==> src/rtl/ctrl_sequencer_if.sv <==
// Control bundle between the hardwired sequencer (master) and datapath_new (slave).
// The sequencer is the master: it reads run/mem_rdy/ir and drives every strobe and status line.
interface ctrl_sequencer_if #(
  parameter int OPW  = 5,
  parameter int NREG = 16
);
  logic            run;
  logic            mem_rdy;
  logic [31:0]     ir;
  logic            pcout;
  logic            mdrout;
  logic            zlowout;
  logic            marin;
  logic            pc_in;
  logic            MDRin;
  logic            ir_in;
  logic            y_in;
  logic            zhi_in;
  logic            zlo_in;
  logic            IncPC;
  logic            Read;
  logic [NREG-1:0] rout_sel;
  logic [NREG-1:0] rin_sel;
  logic [OPW-1:0]  alu_op;
  logic            busy;
  logic            halted;
  logic            fault;
  logic            illegal;
  logic [31:0]     instr_cnt;

  modport master (
    input  run, mem_rdy, ir,
    output pcout, mdrout, zlowout, marin, pc_in, MDRin, ir_in, y_in, zhi_in, zlo_in,
           IncPC, Read, rout_sel, rin_sel, alu_op, busy, halted, fault, illegal, instr_cnt
  );

  modport slave (
    output run, mem_rdy, ir,
    input  pcout, mdrout, zlowout, marin, pc_in, MDRin, ir_in, y_in, zhi_in, zlo_in,
           IncPC, Read, rout_sel, rin_sel, alu_op, busy, halted, fault, illegal, instr_cnt
  );
endinterface

==> src/rtl/ctrl_sequencer.sv <==
// Hardwired fetch/execute sequencer for datapath_new: T0-T2 fetch, T3-T5 three-register ALU op,
// with a bounded memory-ready wait, NOP/HALT and illegal-opcode handling.
module ctrl_sequencer #(
  parameter int OPW         = 5,
  parameter int NREG        = 16,
  parameter int MEM_TIMEOUT = 15
) (
  input logic              clk,
  input logic              clr,
  ctrl_sequencer_if.master bus
);

  typedef enum logic [2:0] {IDLE, T0, T1, T2, T3, T4, T5, HALT} state_t;

  localparam logic [7:0] WAIT_LAST    = 8'(MEM_TIMEOUT - 1);
  localparam logic [4:0] OP_LAST_ALU  = 5'b01000;
  localparam logic [4:0] OP_NOP       = 5'b11010;
  localparam logic [4:0] OP_HALT      = 5'b11011;

  state_t      state;
  logic [7:0]  wait_cnt;
  logic        fault_q;
  logic [31:0] cnt_q;

  logic [4:0]  op;
  logic [3:0]  ra;
  logic [3:0]  rb;
  logic [3:0]  rc;
  logic        is_alu;
  logic        is_nop;
  logic        is_halt;
  logic        ir_unused;

  assign op        = bus.ir[31:27];
  assign ra        = bus.ir[26:23];
  assign rb        = bus.ir[22:19];
  assign rc        = bus.ir[18:15];
  assign is_alu    = (op <= OP_LAST_ALU);
  assign is_nop    = (op == OP_NOP);
  assign is_halt   = (op == OP_HALT);
  assign ir_unused = ^bus.ir[14:0];

  // Wait counter only advances in T1; hitting the last allowed cycle without mem_rdy is a fault.
  always_ff @(posedge clk) begin
    if (!clr) begin
      state    <= IDLE;
      wait_cnt <= '0;
      fault_q  <= 1'b0;
      cnt_q    <= '0;
    end else begin
      case (state)
        IDLE: if (bus.run) state <= T0;
        T0:   state <= T1;
        T1: begin
          if (bus.mem_rdy) begin
            state    <= T2;
            wait_cnt <= '0;
          end else if (wait_cnt == WAIT_LAST) begin
            state    <= HALT;
            fault_q  <= 1'b1;
            wait_cnt <= '0;
          end else begin
            wait_cnt <= wait_cnt + 8'd1;
          end
        end
        T2:   state <= T3;
        T3: begin
          if (is_alu) begin
            state <= T4;
          end else if (is_halt) begin
            cnt_q <= cnt_q + 32'd1;
            state <= HALT;
          end else begin
            cnt_q <= cnt_q + 32'd1;
            state <= bus.run ? T0 : IDLE;
          end
        end
        T4:   state <= T5;
        T5: begin
          cnt_q <= cnt_q + 32'd1;
          state <= bus.run ? T0 : IDLE;
        end
        HALT:    state <= HALT;
        default: state <= IDLE;
      endcase
    end
  end

  // IR is only trusted from T3 onward, so register-select decodes are confined to T3-T5.
  always_comb begin
    bus.pcout    = 1'b0;
    bus.mdrout   = 1'b0;
    bus.zlowout  = 1'b0;
    bus.marin    = 1'b0;
    bus.pc_in    = 1'b0;
    bus.MDRin    = 1'b0;
    bus.ir_in    = 1'b0;
    bus.y_in     = 1'b0;
    bus.zhi_in   = 1'b0;
    bus.zlo_in   = 1'b0;
    bus.IncPC    = 1'b0;
    bus.Read     = 1'b0;
    bus.rout_sel = '0;
    bus.rin_sel  = '0;
    bus.alu_op   = '0;
    bus.illegal  = 1'b0;
    case (state)
      T0: begin
        bus.pcout  = 1'b1;
        bus.marin  = 1'b1;
        bus.IncPC  = 1'b1;
        bus.zhi_in = 1'b1;
        bus.zlo_in = 1'b1;
      end
      T1: begin
        bus.zlowout = 1'b1;
        bus.pc_in   = 1'b1;
        bus.Read    = 1'b1;
        bus.MDRin   = 1'b1;
      end
      T2: begin
        bus.mdrout = 1'b1;
        bus.ir_in  = 1'b1;
      end
      T3: begin
        if (is_alu) begin
          bus.rout_sel = NREG'(1) << rb;
          bus.y_in     = 1'b1;
        end else if (!is_nop && !is_halt) begin
          bus.illegal = 1'b1;
        end
      end
      T4: begin
        bus.rout_sel = NREG'(1) << rc;
        bus.alu_op   = OPW'(op);
        bus.zhi_in   = 1'b1;
        bus.zlo_in   = 1'b1;
      end
      T5: begin
        bus.zlowout = 1'b1;
        bus.rin_sel = NREG'(1) << ra;
      end
      default: ;
    endcase
  end

  assign bus.busy      = (state != IDLE) && (state != HALT);
  assign bus.halted    = (state == HALT);
  assign bus.fault     = fault_q;
  assign bus.instr_cnt = cnt_q;

endmodule

==> src/flat_wrapper.sv <==
// flat-port wrapper written by rule: the top's interface ports become plain ports
module ctrl_sequencer_flat 
#(
  parameter int OPW         = 5,
  parameter int NREG        = 16,
  parameter int MEM_TIMEOUT = 15
)
  (clk, clr, bus_run, bus_mem_rdy, bus_ir, bus_pcout, bus_mdrout, bus_zlowout, bus_marin, bus_pc_in, bus_MDRin, bus_ir_in, bus_y_in, bus_zhi_in, bus_zlo_in, bus_IncPC, bus_Read, bus_rout_sel, bus_rin_sel, bus_alu_op, bus_busy, bus_halted, bus_fault, bus_illegal, bus_instr_cnt);
  ctrl_sequencer_if #(.OPW(OPW), .NREG(NREG)) bus_i ();
  input logic clk;
  input logic clr;
  input wire logic [$bits(bus_i.run)-1:0] bus_run;
  input wire logic [$bits(bus_i.mem_rdy)-1:0] bus_mem_rdy;
  input wire logic [$bits(bus_i.ir)-1:0] bus_ir;
  output wire logic [$bits(bus_i.pcout)-1:0] bus_pcout;
  output wire logic [$bits(bus_i.mdrout)-1:0] bus_mdrout;
  output wire logic [$bits(bus_i.zlowout)-1:0] bus_zlowout;
  output wire logic [$bits(bus_i.marin)-1:0] bus_marin;
  output wire logic [$bits(bus_i.pc_in)-1:0] bus_pc_in;
  output wire logic [$bits(bus_i.MDRin)-1:0] bus_MDRin;
  output wire logic [$bits(bus_i.ir_in)-1:0] bus_ir_in;
  output wire logic [$bits(bus_i.y_in)-1:0] bus_y_in;
  output wire logic [$bits(bus_i.zhi_in)-1:0] bus_zhi_in;
  output wire logic [$bits(bus_i.zlo_in)-1:0] bus_zlo_in;
  output wire logic [$bits(bus_i.IncPC)-1:0] bus_IncPC;
  output wire logic [$bits(bus_i.Read)-1:0] bus_Read;
  output wire logic [$bits(bus_i.rout_sel)-1:0] bus_rout_sel;
  output wire logic [$bits(bus_i.rin_sel)-1:0] bus_rin_sel;
  output wire logic [$bits(bus_i.alu_op)-1:0] bus_alu_op;
  output wire logic [$bits(bus_i.busy)-1:0] bus_busy;
  output wire logic [$bits(bus_i.halted)-1:0] bus_halted;
  output wire logic [$bits(bus_i.fault)-1:0] bus_fault;
  output wire logic [$bits(bus_i.illegal)-1:0] bus_illegal;
  output wire logic [$bits(bus_i.instr_cnt)-1:0] bus_instr_cnt;
  assign bus_i.run = bus_run;
  assign bus_i.mem_rdy = bus_mem_rdy;
  assign bus_i.ir = bus_ir;
  assign bus_pcout = bus_i.pcout;
  assign bus_mdrout = bus_i.mdrout;
  assign bus_zlowout = bus_i.zlowout;
  assign bus_marin = bus_i.marin;
  assign bus_pc_in = bus_i.pc_in;
  assign bus_MDRin = bus_i.MDRin;
  assign bus_ir_in = bus_i.ir_in;
  assign bus_y_in = bus_i.y_in;
  assign bus_zhi_in = bus_i.zhi_in;
  assign bus_zlo_in = bus_i.zlo_in;
  assign bus_IncPC = bus_i.IncPC;
  assign bus_Read = bus_i.Read;
  assign bus_rout_sel = bus_i.rout_sel;
  assign bus_rin_sel = bus_i.rin_sel;
  assign bus_alu_op = bus_i.alu_op;
  assign bus_busy = bus_i.busy;
  assign bus_halted = bus_i.halted;
  assign bus_fault = bus_i.fault;
  assign bus_illegal = bus_i.illegal;
  assign bus_instr_cnt = bus_i.instr_cnt;
  ctrl_sequencer #(.OPW(OPW), .NREG(NREG), .MEM_TIMEOUT(MEM_TIMEOUT)) u_core (.clk(clk), .clr(clr), .bus(bus_i));
endmodule
==> config.mk <==
export PLATFORM = sky130hd
export DESIGN_NAME = ctrl_sequencer_flat
export DESIGN_NICKNAME = d
export VERILOG_FILES = /design/src/rtl/ctrl_sequencer_if.sv /design/src/rtl/ctrl_sequencer.sv /design/src/flat_wrapper.sv
export SDC_FILE = /design/constraint.sdc
export NUM_CORES = 1
export LEC_CHECK = 0
export CORE_UTILIZATION = 43
export DETAILED_ROUTE_END_ITERATION = 8
export HOLD_SLACK_MARGIN = 0.12
export PLACE_DENSITY_LB_ADDON = 0.3
export SLEW_MARGIN = 25
export SYNTH_ARGS = -nofsm -noshare
export SYNTH_HDL_FRONTEND = slang
export SYNTH_SLANG_ARGS = --single-unit
==> constraint.sdc <==
create_clock -name clk -period 2.3 [get_ports clk]
set_clock_uncertainty 0.15 [all_clocks]
set_input_delay 0.46 -clock clk [delete_from_list [all_inputs] [get_ports clk]]
set_output_delay 0.46 -clock clk [all_outputs]
set_load 0.02 [all_outputs]
# ---- After elaboration in Yosys (flattened, before gate mapping)
# Index checks and enable logic that the tools add are counted.
dict set report classes {
  add_sub_neg 2
  n_lt_le_gt_ge 1
  n_eq_ne 14
  shift 3
  muxes 25
  bitwise 1
  n_reduce_logical 12
}
# operator n
set op_table {}
lappend op_table {{32-bit one-hot mux with 2 select lines} 1}
lappend op_table {{1-bit by 4-bit left shift with 16-bit output (first input constant)} 3}
lappend op_table {{32-bit by 1-bit adder with 32-bit output (second input constant)} 1}
lappend op_table {{16-bit 2-to-1 mux} 2}
lappend op_table {{32-bit 2-to-1 mux} 1}
lappend op_table {{16-bit one-hot mux with 2 select lines} 1}
lappend op_table {{3-bit one-hot mux with 8 select lines} 1}
lappend op_table {{8-bit 2-to-1 mux} 2}
lappend op_table {{3-bit 2-to-1 mux} 5}
lappend op_table {{3-bit equality test (second input constant)} 4}
lappend op_table {{1-bit 2-to-1 mux} 11}
lappend op_table {{5-bit equality test (second input constant)} 2}
lappend op_table {{8-bit by 1-bit adder with 8-bit output (second input constant)} 1}
lappend op_table {{8-bit by 4-bit equality test with 1-bit output (second input constant)} 1}
lappend op_table {{3-bit by 2-bit equality test with 1-bit output (second input constant)} 2}
lappend op_table {{5-bit by 4-bit <= comparator with 1-bit output (second input constant)} 1}
lappend op_table {{5-bit 2-to-1 mux} 1}
lappend op_table {{2-bit inequality test (second input constant)} 2}
lappend op_table {{2-bit AND reduction} 2}
lappend op_table {{2-bit OR reduction} 2}
lappend op_table {{3-bit by 1-bit equality test with 1-bit output (second input constant)} 1}
lappend op_table {{3-bit logical NOT} 1}
lappend op_table {{3-bit by 2-bit inequality test with 1-bit output (second input constant)} 1}
lappend op_table {{3-bit inequality test (second input constant)} 1}
lappend op_table {{6 further kinds} 8}
dict set report totals {
  register_bits 44
  input_bits 36
  word_cells 62
}

# ---- Depth between registers and ports, before layout
# Gate-level depths: netlist of run 1.
dict set report logic_depth {
  depth_word 6
  mapped_depth 8
  ltp_nobuf 5
}

# ---- Worst setup path before layout of run 1
# Ideal clock, no wire load.
dict set report synth_timing {
  kind {input to output}
  start {in bus_ir[28]}
  end {out bus_rout_sel[2]}
  arrival_ns 2.074
  required_time_ns 1.690
  path_slack_ns -0.384
  path_stages 4
  path_buffers 0
  path_cell_list {o31a_1 -> nor4_2 -> nor3b_1 -> o2bb2ai_1}
}
dict set report synth_between {
  elab_chain_len 3
}
# item line
set synth_lines {}
lappend synth_lines {{start, declared} flat_wrapper.sv:14} ;# input wire logic [$bits(bus_i.ir)-1:0] bus_ir;
lappend synth_lines {{5-bit by 4-bit <= comparator with 1-bit output} ctrl_sequencer.sv:38} ;# assign is_alu = (op <= OP_LAST_ALU);
lappend synth_lines {{16-bit 2-to-1 mux} ctrl_sequencer.sv:126} ;# if (is_alu) begin
lappend synth_lines {{16-bit one-hot mux with 2 select lines} ctrl_sequencer.sv:107} ;# case (state)
lappend synth_lines {{end, declared} flat_wrapper.sv:27} ;# output wire logic [$bits(bus_i.rout_sel)-1:0] bus_rout_sel;
# Every way passes these cells.

# ---- Worst setup path after layout of run 1
dict set report layout_timing {
  start {in bus_ir[28]}
  end {out bus_rout_sel[3]}
}
# Same word-level chain as after synthesis.

==> flow_summary.json, run 1 <==
{
  "avgRoutedWirePerCell_um": 17.6,
  "cts_tree": "built",
  "layout_min_cycle_time_ps": 2540,
  "fp.dieW_um": 83.4,
  "drtIter0Drc": 146,
  "io_pins": 121,
  "hold_buffers": 0,
  "switchingPower_uw": 482,
  "post_dp_cell_area_mm2": 0.00420,
  "die_y_um": 83.4,
  "wl_um": 10400,
  "fin_ws_ps": -237,
  "cp_max_fo": 3,
  "seq_power_share_pct": 47.6,
  "rrSetupSlack_ps": 90,
  "htreeDepth": 2,
  "core_mm2": 0.00639,
  "critical_path.max_stage_delay_ps": 330,
  "dr.pass1.iters": 4,
  "final_area_mm2": 0.00463,
  "cts_sinks": 44,
  "overflow": 0,
  "crit_cells": 8,
  "drive_gt1_share_pct": 30.4,
  "synth_edf_count": 0,
  "synth.distinct_cells": 57,
  "reg2reg_to": "u_core.wait_cnt[4]",
  "diodes": 0,
  "syn_area_per_cell_um2": 7.76,
  "p_leak_uw": 0.00183,
  "synthMuxAreaShare_pct": 3.16,
  "synth_top_family_by_area": "simple AND/OR/NAND/NOR gates",
  "yosys.area_share.simple_pct": 36.1,
  "async_flop_share_pct": 0,
  "dpl_worst_slack_ps": -925,
  "fin_util_pct": 72.5,
  "crit_top_cell": "buf_6",
  "worst_ep_arrival_time_ps": 1930,
  "num_rows": 29,
  "violations": "negative setup slack",
  "relSlewSlack_pct": 69.9,
  "endpoint": "bus_rout_sel[3]",
  "portBuffers": 105,
  "comb_power_share_pct": 24.9,
  "crit_family": "simple AND/OR/NAND/NOR gates",
  "clkPwrFrac_pct": 27.5,
  "netlist_area_mm2": 0.00285,
  "grt_usage_pct": 26.0,
  "whs_ps": 337,
  "dp_hpwl_um": 6220,
  "grt_pass1_wl_um": 15000,
  "antenna_left": 0,
  "hold_violations": 0,
  "path_cells": "buf_6 > o31a_1 > nor4_4 > nor3b_4 > buf_6 > buf_6 > a31o_4 > buf_6",
  "mostFrequentLayoutCells": "70 x buf_4, 43 x clkdlybuf4s50_1, 42 x dfxtp_1",
  "cp-startpoint": "bus_ir[28]",
  "critical-path-slowest-cell": "o31a_1",
  "r2r-start": "u_core.state[0]",
  "fill_cells": 458,
  "synthAdderAreaFrac_pct": 1.32,
  "yosysWarnings": 0,
  "antenna_found_initial": 0,
  "synth_xor_area_share_pct": 0.922,
  "swShare_pct": 29.5,
  "synth_nets": 406,
  "ys_ff_latch": 44,
  "max_freq_mhz": 394,
  "vias": 3550,
  "rsz0062_at_grt": "true",
  "setup_viol": 25,
  "synth_ff_type": "dfxtp_1",
  "yosysSeqAreaShare_pct": 30.9,
  "power_density_mw_per_mm2": 354,
  "tightestPinTransition_ps": 447,
  "power.total_uw": 1640,
  "maxCapViolations": 0,
  "num-nets-final": 553,
  "cell_internal_pwr_uw": 1150,
  "die_area_mm2": 0.00695,
  "synthCells": 367,
  "cts_root_buf": "clkbuf_8",
  "grt_max_degree": 36,
  "first_global_vias": 3286,
  "path_class": "input port to output port",
  "peakVddDrop_mv": 0.311,
  "critPathBufInv": 4,
  "viasPerCell": 6.01,
  "clk_latency_ps": 290,
  "initial_core_util_pct": 44.6,
  "required_ps": 1690,
  "ctsLongestPathBuffers": 2,
  "drc": 0,
  "status": "finished with violations",
  "synth_compound_area_share_pct": 20.0,
  "place.gp.congestion": 1.00,
  "cp-end-kind": "output port",
  "syn_to_final_growth_pct": 62.5,
  "r2r_cells": 7,
  "slew_violations": 0,
  "hold_path.class": "register to register",
  "cts_buffers": 5,
  "path_clk_slew_ps": 80,
  "worstSetupStartpointType": "input port",
  "finalCritPeriodShare_pct": 110,
  "mostFrequentLayoutCell": "buf_4"
}
through the flow:
step           setup TNS (ps)  cells
2_1_floorplan           -1840    367
3_3_place_gp           -22510    562
3_5_place_dp           -24300    562
4_1_cts                  -670    585
5_1_grt                 -3840    591
6_report                -2380    591
cells by family (layout without fill, tap and decap cells):
family,count (synthesis),after routing
multiplexers,9,9
buffers and inverters,42,189
AO/OA/AOI/OAI,85,85
adder cells (fa/ha/maj),3,3
XOR/XNOR,3,3
AND/OR/NAND/NOR,181,181
flip-flops,44,44
worst min-delay path by stage:
stage | from | end | slack, ps | cells after the start
floorplan | u_core.wait_cnt[2] | u_core.wait_cnt[2] | 370 | 1
global placement | u_core.bus.instr_cnt[31] | u_core.bus.instr_cnt[31] | 310 | 2
detailed placement | u_core.bus.instr_cnt[31] | u_core.bus.instr_cnt[31] | 320 | 2
CTS | u_core.bus.instr_cnt[31] | u_core.bus.instr_cnt[31] | 340 | 2
global route | u_core.bus.fault | u_core.bus.fault | 370 | 2
finish | u_core.bus.fault | u_core.bus.fault | 340 | 2
Yosys cell counts (4+ instances only):
cell type  number  area [µm²]
a21oi_1        22         110
a31oi_1         4        25.0
and2_1         10        62.6
and4_1          7        61.3
buf_2           5        25.0
buf_4           6        45.0
buf_6           4        45.0
clkbuf_1       12        45.0
dfxtp_1        44         881
inv_1          13        48.8
mux2i_1         9        90.1
nand2_1        28         105
nand2b_1       16         100
nand3_1        17        85.1
nand3b_1        4        30.0
nand4_1        11        68.8
nor2_1         29         109
nor3_1         11        55.1
nor4_1         11        68.8
o21ai_0         7        35.0
o22ai_1        11        68.8
o31ai_1        17         128
or3_1           6        37.5
or4_1          16         120
final cells by class:
type	count	area (µm²)	area share [%]
Clock buffer	6	72.6	1.57
Clock inverter	1	5.00	0.108
Inverter	14	52.6	1.14
Multi-Input combinational cell	281	2020	43.6
Sequential cell	44	883	19.1
Tap cell	77	96.3	2.08
Timing Repair Buffer	168	1500	32.4
worst reg2reg max path: stages, from the launching register on:
cell and delay [ps]:
dfxtp_1 330, buf_4 170, or3b_1 370, buf_4 180, a311o_2 440, buf_4 180, o211ai_1 180, o211a_1 170
state kept, by name (all words and copies together), names as in the netlist:
register,cells
u_core.bus.instr_cnt,32
u_core.wait_cnt,8
u_core.state,3
u_core.bus.fault,1
repair_timing:
action | 4_1_cts | 5_1_grt
resized for setup | 202 | 89
pin swaps | 16 | 17
buffers inserted | 16 | 6
endpoints found under the setup margin | 51 | 44
power groups by stage:
stage	logic, µW	registers (µW)	clock network, µW
floorplan	186	795	0
global placement	354	795	0
detailed placement	358	795	0
CTS	369	779	462
global route	431	780	494
finish	408	779	450
routing by layer:
layer / vias up / global-route usage [%] / wire length, µm
met3: 31 / 5.86 / 616
met2: 145 / 46.1 / 5360
met1: 1706 / 30.3 / 4020
met5: - / 0 / 0
met4: 0 / 9.87 / 377
li1: 1668 / - / -
Power figures use the tool's default switching activity.
==> run 2, diff against run 1 <==
--- a/config.mk
+++ b/config.mk
@@ -5,6 +5,7 @@
 export SDC_FILE = /design/constraint.sdc
 export NUM_CORES = 1
 export LEC_CHECK = 0
+export ABC_CLOCK_PERIOD_IN_PS = 2300
 export CORE_UTILIZATION = 43
 export DETAILED_ROUTE_END_ITERATION = 8
 export HOLD_SLACK_MARGIN = 0.12
==> results of run 2 <==
Same layout as run 1: the final DEF is identical, and so are final timing and power.
